$ cat src/rtl/utils_pkg.sv
// Shared types and helpers for the memory-side blocks.
// Holds datapath widths, width codes, the arbiter FSM state and load extension.
// Pure declarations; no latency or backpressure of its own.
package utils_pkg;

  localparam int DATA_WIDTH = 64;
  localparam int INST_WIDTH = 32;

  // Memory access width codes
  localparam logic [2:0] MEM_B  = 3'd0;
  localparam logic [2:0] MEM_H  = 3'd1;
  localparam logic [2:0] MEM_W  = 3'd2;
  localparam logic [2:0] MEM_D  = 3'd3;
  localparam logic [2:0] MEM_BU = 3'd4;
  localparam logic [2:0] MEM_HU = 3'd5;
  localparam logic [2:0] MEM_WU = 3'd6;

  typedef enum logic [1:0] {
    ARB_IDLE   = 2'd0,
    ARB_RESP_I = 2'd1,
    ARB_RESP_L = 2'd2
  } arb_state_e;

  // Sign-extend the low 2**sz bytes of v
  function automatic logic [DATA_WIDTH-1:0] sext(input logic [DATA_WIDTH-1:0] v,
                                                 input logic [1:0] sz);
    case (sz)
      2'd0:    return {{(DATA_WIDTH-8){v[7]}}, v[7:0]};
      2'd1:    return {{(DATA_WIDTH-16){v[15]}}, v[15:0]};
      2'd2:    return {{(DATA_WIDTH-32){v[31]}}, v[31:0]};
      default: return v;
    endcase
  endfunction

  // Zero-extend the low 2**sz bytes of v
  function automatic logic [DATA_WIDTH-1:0] zext(input logic [DATA_WIDTH-1:0] v,
                                                 input logic [1:0] sz);
    case (sz)
      2'd0:    return {{(DATA_WIDTH-8){1'b0}}, v[7:0]};
      2'd1:    return {{(DATA_WIDTH-16){1'b0}}, v[15:0]};
      2'd2:    return {{(DATA_WIDTH-32){1'b0}}, v[31:0]};
      default: return v;
    endcase
  endfunction

  // Extend already lane-shifted load data according to its width code
  function automatic logic [DATA_WIDTH-1:0] load_extend(input logic [DATA_WIDTH-1:0] raw,
                                                        input logic [2:0] wid);
    case (wid)
      MEM_B:   return sext(raw, 2'd0);
      MEM_H:   return sext(raw, 2'd1);
      MEM_W:   return sext(raw, 2'd2);
      MEM_D:   return raw;
      MEM_BU:  return zext(raw, 2'd0);
      MEM_HU:  return zext(raw, 2'd1);
      MEM_WU:  return zext(raw, 2'd2);
      default: return '0;
    endcase
  endfunction

endpackage

$ cat src/rtl/mem_align_check.sv
// Alignment / legality check for a single memory request.
// Purely combinational, zero latency.
// No handshake; evaluated on whichever request is being granted.
module mem_align_check
  import utils_pkg::*;
(
  input  logic [2:0] wid_i,
  input  logic [2:0] addr_i,
  input  logic       is_ifu_i,
  output logic       misalign_o,
  output logic       illegal_o
);

  // Fetches are always word sized; LSU checks depend on the width code
  always_comb begin
    misalign_o = 1'b0;
    illegal_o  = 1'b0;
    if (is_ifu_i) begin
      misalign_o = (addr_i[1:0] != 2'b00);
    end else begin
      case (wid_i)
        MEM_B, MEM_BU: misalign_o = 1'b0;
        MEM_H, MEM_HU: misalign_o = addr_i[0];
        MEM_W, MEM_WU: misalign_o = (addr_i[1:0] != 2'b00);
        MEM_D:         misalign_o = (addr_i != 3'b000);
        default:       illegal_o  = 1'b1;
      endcase
    end
  end

endmodule

$ cat src/rtl/mem_arbiter.sv
// IFU/LSU arbiter sharing one memory port; LSU wins (IFU anti-starvation under MEM_ARB_STARVE_GUARD_EN).
// Latency: grant in cycle N, response valid in cycle N+1; one access per cycle sustained.
// Backpressure: requesters hold req/payload until their ready_o pulses; responses cannot be stalled.
module mem_arbiter
  import utils_pkg::*;
#(
  parameter int STARVE_LIMIT = 4,
  parameter int ADDR_BITS    = 16
) (
  input  logic                  clk,
  input  logic                  rst_n,
  input  logic                  ifu_req_i,
  input  logic [DATA_WIDTH-1:0] ifu_addr_i,
  output logic                  ifu_ready_o,
  output logic                  ifu_valid_o,
  output logic [INST_WIDTH-1:0] ifu_inst_o,
  output logic                  ifu_err_o,
  input  logic                  lsu_req_i,
  input  logic                  lsu_we_i,
  input  logic [2:0]            lsu_wid_i,
  input  logic [DATA_WIDTH-1:0] lsu_addr_i,
  input  logic [DATA_WIDTH-1:0] lsu_wdata_i,
  output logic                  lsu_ready_o,
  output logic                  lsu_valid_o,
  output logic [DATA_WIDTH-1:0] lsu_rdata_o,
  output logic                  lsu_err_o,
  output logic                  mem_en_o,
  output logic                  mem_we_o,
  output logic [ADDR_BITS-1:0]  mem_addr_o,
  output logic [2:0]            mem_wid_o,
  output logic [DATA_WIDTH-1:0] mem_wdata_o,
  input  logic [DATA_WIDTH-1:0] mem_rdata_i,
  input  logic [INST_WIDTH-1:0] mem_inst_i
);

  arb_state_e state_q, state_d;
  logic       err_q, err_d;
  logic       store_q, store_d;
  logic [2:0] wid_q, wid_d;
  logic [2:0] off_q, off_d;

  logic       gnt_i, gnt_l;
  logic       ifu_force;
  logic       chk_misalign, chk_illegal, req_bad;
  logic [2:0] chk_addr;

  // Only the low ADDR_BITS of each address reach memory
  logic unused_addr_bits;
  assign unused_addr_bits = ^{ifu_addr_i[DATA_WIDTH-1:ADDR_BITS],
                              lsu_addr_i[DATA_WIDTH-1:ADDR_BITS]};

`ifdef MEM_ARB_STARVE_GUARD_EN
  localparam int CW = $clog2(STARVE_LIMIT + 1);
  logic [CW-1:0] starve_q, starve_d;

  assign ifu_force = ifu_req_i && (starve_q == CW'(STARVE_LIMIT));

  // Count LSU wins while the IFU is waiting; saturate at the limit
  always_comb begin
    starve_d = starve_q;
    if (!ifu_req_i || gnt_i) begin
      starve_d = '0;
    end else if (gnt_l && (starve_q != CW'(STARVE_LIMIT))) begin
      starve_d = starve_q + CW'(1);
    end
  end

  // Starvation counter register
  always_ff @(posedge clk or negedge rst_n) begin
    if (!rst_n) begin
      starve_q <= '0;
    end else begin
      starve_q <= starve_d;
    end
  end
`else
  assign ifu_force = 1'b0;
`endif

  // Grants are masked while reset is held so every output stays quiet
  assign gnt_l       = rst_n && lsu_req_i && !ifu_force;
  assign gnt_i       = rst_n && ifu_req_i && !gnt_l;
  assign ifu_ready_o = gnt_i;
  assign lsu_ready_o = gnt_l;

  assign chk_addr = gnt_i ? ifu_addr_i[2:0] : lsu_addr_i[2:0];
  assign req_bad  = chk_misalign || chk_illegal;

  mem_align_check u_align (
    .wid_i      (lsu_wid_i),
    .addr_i     (chk_addr),
    .is_ifu_i   (gnt_i),
    .misalign_o (chk_misalign),
    .illegal_o  (chk_illegal)
  );

  // Drive the memory port from the granted payload; bad requests never reach memory
  always_comb begin
    mem_en_o    = 1'b0;
    mem_we_o    = 1'b0;
    mem_addr_o  = '0;
    mem_wid_o   = '0;
    mem_wdata_o = '0;
    if (gnt_l && !req_bad) begin
      mem_en_o    = 1'b1;
      mem_we_o    = lsu_we_i;
      mem_addr_o  = lsu_addr_i[ADDR_BITS-1:0];
      mem_wid_o   = lsu_wid_i;
      mem_wdata_o = lsu_wdata_i;
    end else if (gnt_i && !req_bad) begin
      mem_en_o   = 1'b1;
      mem_addr_o = ifu_addr_i[ADDR_BITS-1:0];
      mem_wid_o  = MEM_W;
    end
  end

  // Next state follows this cycle's grant; capture what the response needs
  always_comb begin
    state_d = ARB_IDLE;
    err_d   = 1'b0;
    store_d = 1'b0;
    wid_d   = MEM_W;
    off_d   = 3'b000;
    if (gnt_l) begin
      state_d = ARB_RESP_L;
      err_d   = req_bad;
      store_d = lsu_we_i;
      wid_d   = lsu_wid_i;
      off_d   = lsu_addr_i[2:0];
    end else if (gnt_i) begin
      state_d = ARB_RESP_I;
      err_d   = req_bad;
    end
  end

  // FSM and response-context registers
  always_ff @(posedge clk or negedge rst_n) begin
    if (!rst_n) begin
      state_q <= ARB_IDLE;
      err_q   <= 1'b0;
      store_q <= 1'b0;
      wid_q   <= MEM_W;
      off_q   <= 3'b000;
    end else begin
      state_q <= state_d;
      err_q   <= err_d;
      store_q <= store_d;
      wid_q   <= wid_d;
      off_q   <= off_d;
    end
  end

  // Route the one-cycle-late memory data to the owner of the outstanding access
  always_comb begin
    ifu_valid_o = 1'b0;
    ifu_err_o   = 1'b0;
    ifu_inst_o  = '0;
    lsu_valid_o = 1'b0;
    lsu_err_o   = 1'b0;
    lsu_rdata_o = '0;
    case (state_q)
      ARB_RESP_I: begin
        ifu_valid_o = 1'b1;
        ifu_err_o   = err_q;
        if (!err_q) ifu_inst_o = mem_inst_i;
      end
      ARB_RESP_L: begin
        lsu_valid_o = 1'b1;
        lsu_err_o   = err_q;
        if (!err_q && !store_q) lsu_rdata_o = load_extend(mem_rdata_i >> {off_q, 3'b000}, wid_q);
      end
      default: ;
    endcase
  end

endmodule

$ cat config.mk
export PLATFORM = sky130hd
export DESIGN_NAME = mem_arbiter
export DESIGN_NICKNAME = d
export VERILOG_FILES = /design/src/rtl/utils_pkg.sv /design/src/rtl/mem_align_check.sv /design/src/rtl/mem_arbiter.sv
export SDC_FILE = /design/constraint.sdc
export NUM_CORES = 1
export LEC_CHECK = 0
export BUFFER_PORTS_ARGS = -buffer_cell sky130_fd_sc_hd__buf_4
export CORE_AREA = 2 2 187 189
export DETAILED_ROUTE_END_ITERATION = 10
export DIE_AREA = 0 0 189 191
export PLACE_DENSITY = 0.34
export SYNTH_ARGS = -nofsm -noshare
export SYNTH_HDL_FRONTEND = slang
export SYNTH_HIERARCHICAL = 1
export SYNTH_SLANG_ARGS = --single-unit
$ cat constraint.sdc
create_clock -name clk -period 7.3 [get_ports clk]
set_clock_uncertainty 0.1 [all_clocks]
set_input_delay 1.46 -clock clk [delete_from_list [all_inputs] [get_ports clk]]
set_output_delay 1.46 -clock clk [all_outputs]
set_load 0.005 [all_outputs]
==> results of run 1 <==
## cells in the mapped netlist (2+ instances only)
library cell   n
o21a_1         2
nand2_1       64
o22ai_1        7
nand3_1        3
and4b_1        2
a21oi_2       30
mux2i_1       44
nor2_1        34
inv_1          7
a22o_1        13
buf_2          8
a211oi_1      29
mux2_4         2
buf_1          3
a21boi_0       8
dfrtp_1        9
buf_6          4
clkbuf_1      35
o21ai_0       16
and2_1        98
or2_2          9
o211ai_1       2
nor2b_1       17
and3_1         9
a21oi_1       36
nand2b_1      12
mux2_2        16
## power by group
group / total (mW) / leakage, nW / internal (mW) / switching (mW)
clock: 0.0966 / 0.0382 / 0.0730 / 0.0236
sequential: 0.0682 / 0.127 / 0.0584 / 0.00986
combinational: 0.345 / 3.19 / 0.185 / 0.161
## through the flow
step	std cells	hold WS, ns	utilization
floorplan	534	1.06	-
global placement	1334	1.21	0.204
detailed placement	1334	1.22	0.204
CTS	1338	0.969	0.207
global route	1338	0.972	0.207
finish	1338	0.962	0.207
## metal layers
metal	vias to the layer above	track usage	share of wire
met2	257	0.251	0.53
met5	-	0	0
li1	2556	-	-
met1	2363	0.138	0.36
met3	17	0.0329	0.085
met4	0	0.0355	0.028
## how the worst max path moves through the flow
stage          start               to  slack (ns)  cells after the start
6_report       rst_n    mem_addr_o[8]        1.61                      9
2_1_floorplan  rst_n  mem_wdata_o[33]        2.20                     10
3_5_place_dp   rst_n    mem_addr_o[8]        1.56                      9
4_1_cts        rst_n    mem_addr_o[8]        1.56                      9
5_1_grt        rst_n    mem_addr_o[4]        1.33                     12
3_3_place_gp   rst_n    mem_addr_o[8]        1.55                      9
## cell type report
type,instances,share of cell area
multi-input cells,467,0.446
repair buffers,395,0.422
well taps,455,0.0808
flip-flops and latches,10,0.0364
clock buffers,4,0.0112
inverters,7,0.00373
## sequential cells by signal, indices dropped and copies added (netlist names)
register,count
state_q,2
off_q,3
wid_q,3
store_q,1
err_q,1
## cell families after synthesis
family / after synthesis
and+or+nand+nor: 255
AOI/OAI and AO/OA: 148
muxes: 64
buffers and inverters: 57
DFF: 10
==> results by group, run 1 <==
Critical path
  – Crit path required time: 5.74 ns
  – Crit Path Class: in -> out
  – Type of element launching the critical path: input pin
  – Critical path, cell by cell: buf_4 -> nand2_1 -> or2_2 -> inv_1 -> and4b_1 -> or2_2 -> nor2_1 -> a22o_1 -> buf_4
  – Critical path's slowest cell: nor2_1
  – Crit path capture type: output pin
  – Max incr delay on CP: 0.80 ns
  – Worst path bufs/invs: 3
  – CP arrival: 4.13 ns
  – Worst-path maximum fanout: 15
  – Worst path top cell family by delay: simple AND/OR/NAND/NOR gates

Synthesis
  – Area contributors post-synth: and2_1 17%, mux2i_1 12%, a21oi_2 7.3%
  – Post-synthesis mux area share: 0.190
  – Synth Area in XOR/XNOR: 0
  – Number of synthesized flops with an enable pin: 0
  – Yosys Warn Count: 6
  – Top-area cell type share of the netlist area: 0.170
  – Cell area after synthesis: 3610 um^2
  – Most used DFF post-synth: dfrtp_1
  – Post-Syn Nets: 830
  – Synth async-reset ratio: 1.00
  – Synth area leader: and2_1
  – Simple-Gate Fraction of Synth Area: 0.378
  – Yosys cell types: 42
  – Syn Inst Count: 534
  – Synth Area per Inst: 6.76 um^2
  – Synth Area in Compound Gates: 0.292
  – Sequential area share after synthesis: 0.0697
  – Register bit total from synthesis: 10
  – Largest family of logic cells by synthesized area: simple AND/OR/NAND/NOR gates
  – Adder-Cell Fraction of Synth Area: 0

Power and ir drop
  – Worst vdd ir: 56.3 uV
  – Leak: 3.36 nW
  – Pwr dens: 72.4 nW/um^2
  – Overall power: 0.510 mW

CTS
  – Clk buf depth: 2
  – TritonCTS Buffers: 3
  – Hold-fix buffers at CTS: 0
  – H-Tree Level Count: 1
  – # resized after CTS: 0
  – CTS tree: yes
  – Clock sinks: 10
  – CTS clk-pin slew, worst paths: 0.04 ns
  – Post-CTS setup buffers: 0
  – Clk root buf: clkbuf_16

Global route
  – Overflow after GRT: 0
  – Largest net degree at the start of global routing: 78
  – Vias in the first global route: 5421
  – First-pass GRT wire length: 35100 um
  – Gr usage total: 0.130
  – Initial antenna violation count: 0

Timing
  – Slew headroom: 0.326
  – Min Tclk post-route: 5.69 ns
  – Fin worst setup slack: 1.61 ns
  – Worst-margin pin slew: 1.01 ns
  – RSZ-0062 raised after global routing: false
  – Setup_tns: 0 ns
  – Tcrit/Tclk final: 0.779
  – Max Clk Rate: 176 MHz
  – Setup violations, final: 0
  – Final Max Tran Viols: 0
  – Hold Vio Cnt, Final: 0

Place
  – Post-Place Setup Slack: 1.56 ns
  – Port bufs: 386
  – Post-detail-place hpwl: 21500 um
  – Area after DPL: 6970 um^2
  – Final GP Congestion: 0.789

Final layout
  – ANT cells: 0
  – Register area: 256 um^2
  – Most common cell after layout, fill and taps aside: buf_4
  – Layout area overhead: 95.4%
  – NumNets Final: 1180
  – Filler instances: 3923
  – Area occupied by multi-input gates: 3140 um^2
  – Final instance area: 7050 um^2
  – Layout cells sized above 1: 0.528
  – Commonest non-fill, non-tap cells in the layout: 394 x buf_4, 98 x and2_1, 64 x nand2_1

Die
  – IO Pins: 483
  – Die ar.: 36100 um^2
  – Die W: 189 um
  – Rows: 68
  – Initial core utilization: 0.106
  – Die height: 191 um
  – Core area: 34100 um^2

Drt
  – First-pass DRT Iterations: 4
  – Final ANT Viol Nets: 0
  – Via count: 5193
  – DRT iter0 DRCs: 190
  – Vias per cell: 3.88
  – Wire per inst: 18.9 um
  – Drc violations: 0
  – Final wirelength: 25300 um

Job
  – Max_cap viols: 0

Min path
  – Worst hold path class: in -> async

Outcome
  – Status: finished, final reports clean
No activity file was read; power rests on OpenSTA's default activity.
==> inputs of run 2 (changes only) <==
Clock period 7.3 ns to 5.9 ns, I/O delays scaled along.
==> results by group, run 2 (synthesis gave the netlist of run 1 again) <==
Place
  – Final GP Congestion: 0.801
  – Post-detail-place hpwl: 21400 um
  – Port bufs: 386

Critical path
  – Critical path's slowest cell: nor2_1
  – Crit Path Class: in -> out
  – Crit path capture type: output pin
  – Max incr delay on CP: 0.78 ns
  – CP arrival: 3.85 ns
  – Crit path required time: 4.62 ns
  – Worst-path maximum fanout: 15
  – CP startpoint: rst_n
  – Type of element launching the critical path: input pin
  – Critical path, cell by cell: buf_4 -> nand2_1 -> or2_2 -> inv_1 -> and4b_1 -> or2_2 -> nor2_1 -> a22o_1 -> buf_4

Timing
  – Slew headroom: 0.321
  – Setup_tns: 0 ns
  – Max Clk Rate: 195 MHz
  – Final Max Tran Viols: 0
  – Setup violations, final: 0
  – Hold Vio Cnt, Final: 0
  – Min Tclk post-route: 5.13 ns
  – Tcrit/Tclk final: 0.869
  – Min Hold Slack: 0.681 ns
  – Worst-margin pin slew: 1.02 ns
  – RSZ-0062 raised after global routing: false

Drt
  – WL met1: 9170 um
  – First-pass DRT Iterations: 4
  – Wire per inst: 18.9 um
  – Detail Route met2 WL: 13600 um
  – Final ANT Viol Nets: 0
  – Vias per cell: 3.82
  – Via count: 5123
  – Final wirelength: 25400 um
  – Drc violations: 0
  – Routed wl met3: 2070 um
  – DRT iter0 DRCs: 248
  – Uppermost layer routed: met5

Min path
  – Worst hold path class: in -> async

Final layout
  – Area occupied by multi-input gates: 3140 um^2
  – Biggest regs: off_q (3), wid_q (3), state_q (2)
  – Layout cells sized above 1: 0.528
  – Filler instances: 3904
  – NumNets Final: 1181
  – Commonest non-fill, non-tap cells in the layout: 395 x buf_4, 98 x and2_1, 64 x nand2_1
  – Register area: 256 um^2
  – Layout area overhead: 95.8%
  – Most common cell after layout, fill and taps aside: buf_4
  – Final Core Density: 0.207

CTS
  – CTS tree: yes
  – Clk root buf: clkbuf_16
  – Hold-fix buffers at CTS: 0
  – Post-CTS setup buffers: 0
  – Clk buf depth: 2
  – Clock sinks: 10
  – CTS clk-pin slew, worst paths: 0.04 ns
  – # resized after CTS: 0
  – H-Tree Level Count: 1
  – TritonCTS Buffers: 3

Power and ir drop
  – Overall power: 0.634 mW
  – Worst vdd ir: 112 uV
  – Internal Power: 0.390 mW
  – Pwr dens: 89.7 nW/um^2
  – Clock share of power: 0.194
  – Combinational share of power: 0.671
  – Sequential Power Share: 0.135
  – P_sw: 0.243 mW
  – Leak: 3.36 nW
  – Switching Fraction: 0.384

Global route
  – Gr usage total: 0.130
  – Vias in the first global route: 5321
  – First-pass GRT wire length: 35200 um
  – Initial antenna violation count: 3
  – Largest net degree at the start of global routing: 69
  – Overflow after GRT: 0

Die
  – Die W: 189 um
  – Die ar.: 36100 um^2
  – Core area: 34100 um^2
  – Die height: 191 um
  – Rows: 68
  – Initial core utilization: 0.106
  – IO Pins: 483

Outcome
  – Status: finished, final reports clean

Job
  – Max_cap viols: 0
[run 2: changes by cell type in the layout (fill, tap and decap cells not counted), sizes merged]
cell | before | now
buf | 395 | 396
diode | 0 | 2
[run 2: power by group through the flow]
| stage | clock [mW] | combinational (mW) | sequential (mW) |
|---|---|---|---|
| 6_report | 0.123 | 0.425 | 0.0854 |
| 5_1_grt | 0.130 | 0.465 | 0.0869 |
| 4_1_cts | 0.124 | 0.437 | 0.0858 |
| 3_5_place_dp | 0 | 0.436 | 0.0869 |
| 3_3_place_gp | 0 | 0.435 | 0.0867 |
| 2_1_floorplan | 0 | 0.190 | 0.0752 |
[run 2: critical path: cells and delay by family]
kind                   cells  cell delay (ns)
AND/OR/NAND/NOR            5             1.82
AO/OA/AOI/OAI              1             0.28
buffers and inverters      3             0.55
[run 2: final timing paths]
check / endpoint / slack (ns) / cells past startpoint
setup / recovery: mem_addr_o[8] / 0.77 / 9
hold / removal: wid_q[2] / 0.68 / 1
max in group asynchronous: wid_q[1] / 4.78 / 1
min in group clk: off_q[1] / 1.08 / 3
[run 2: cell type report]
| cell class | count | share of cell area |
|---|---|---|
| Multi-Input combinational cell | 467 | 0.445 |
| Timing Repair Buffer | 396 | 0.423 |
| Tap cell | 455 | 0.0806 |
| Sequential cell | 10 | 0.0363 |
| Clock buffer | 4 | 0.0112 |
| Inverter | 7 | 0.00372 |
| Antenna cell | 2 | 0.000709 |
[run 2: metal layers]
metal | vias up | track usage
met5 | - | 0
met1 | 2297 | 0.137
li1 | 2562 | -
met2 | 248 | 0.257
met3 | 14 | 0.0347
met4 | 2 | 0.0240
[run 2: stage by stage]
stage | instances | setup slack, ns | cell area [um^2]
CTS | 1339 | 0.715 | 7060
global placement | 1335 | 0.714 | 6980
finish | 1341 | 0.770 | 7060
global route | 1339 | 0.525 | 7060
floorplan | 534 | 1.36 | 3610
detailed placement | 1335 | 0.725 | 6980
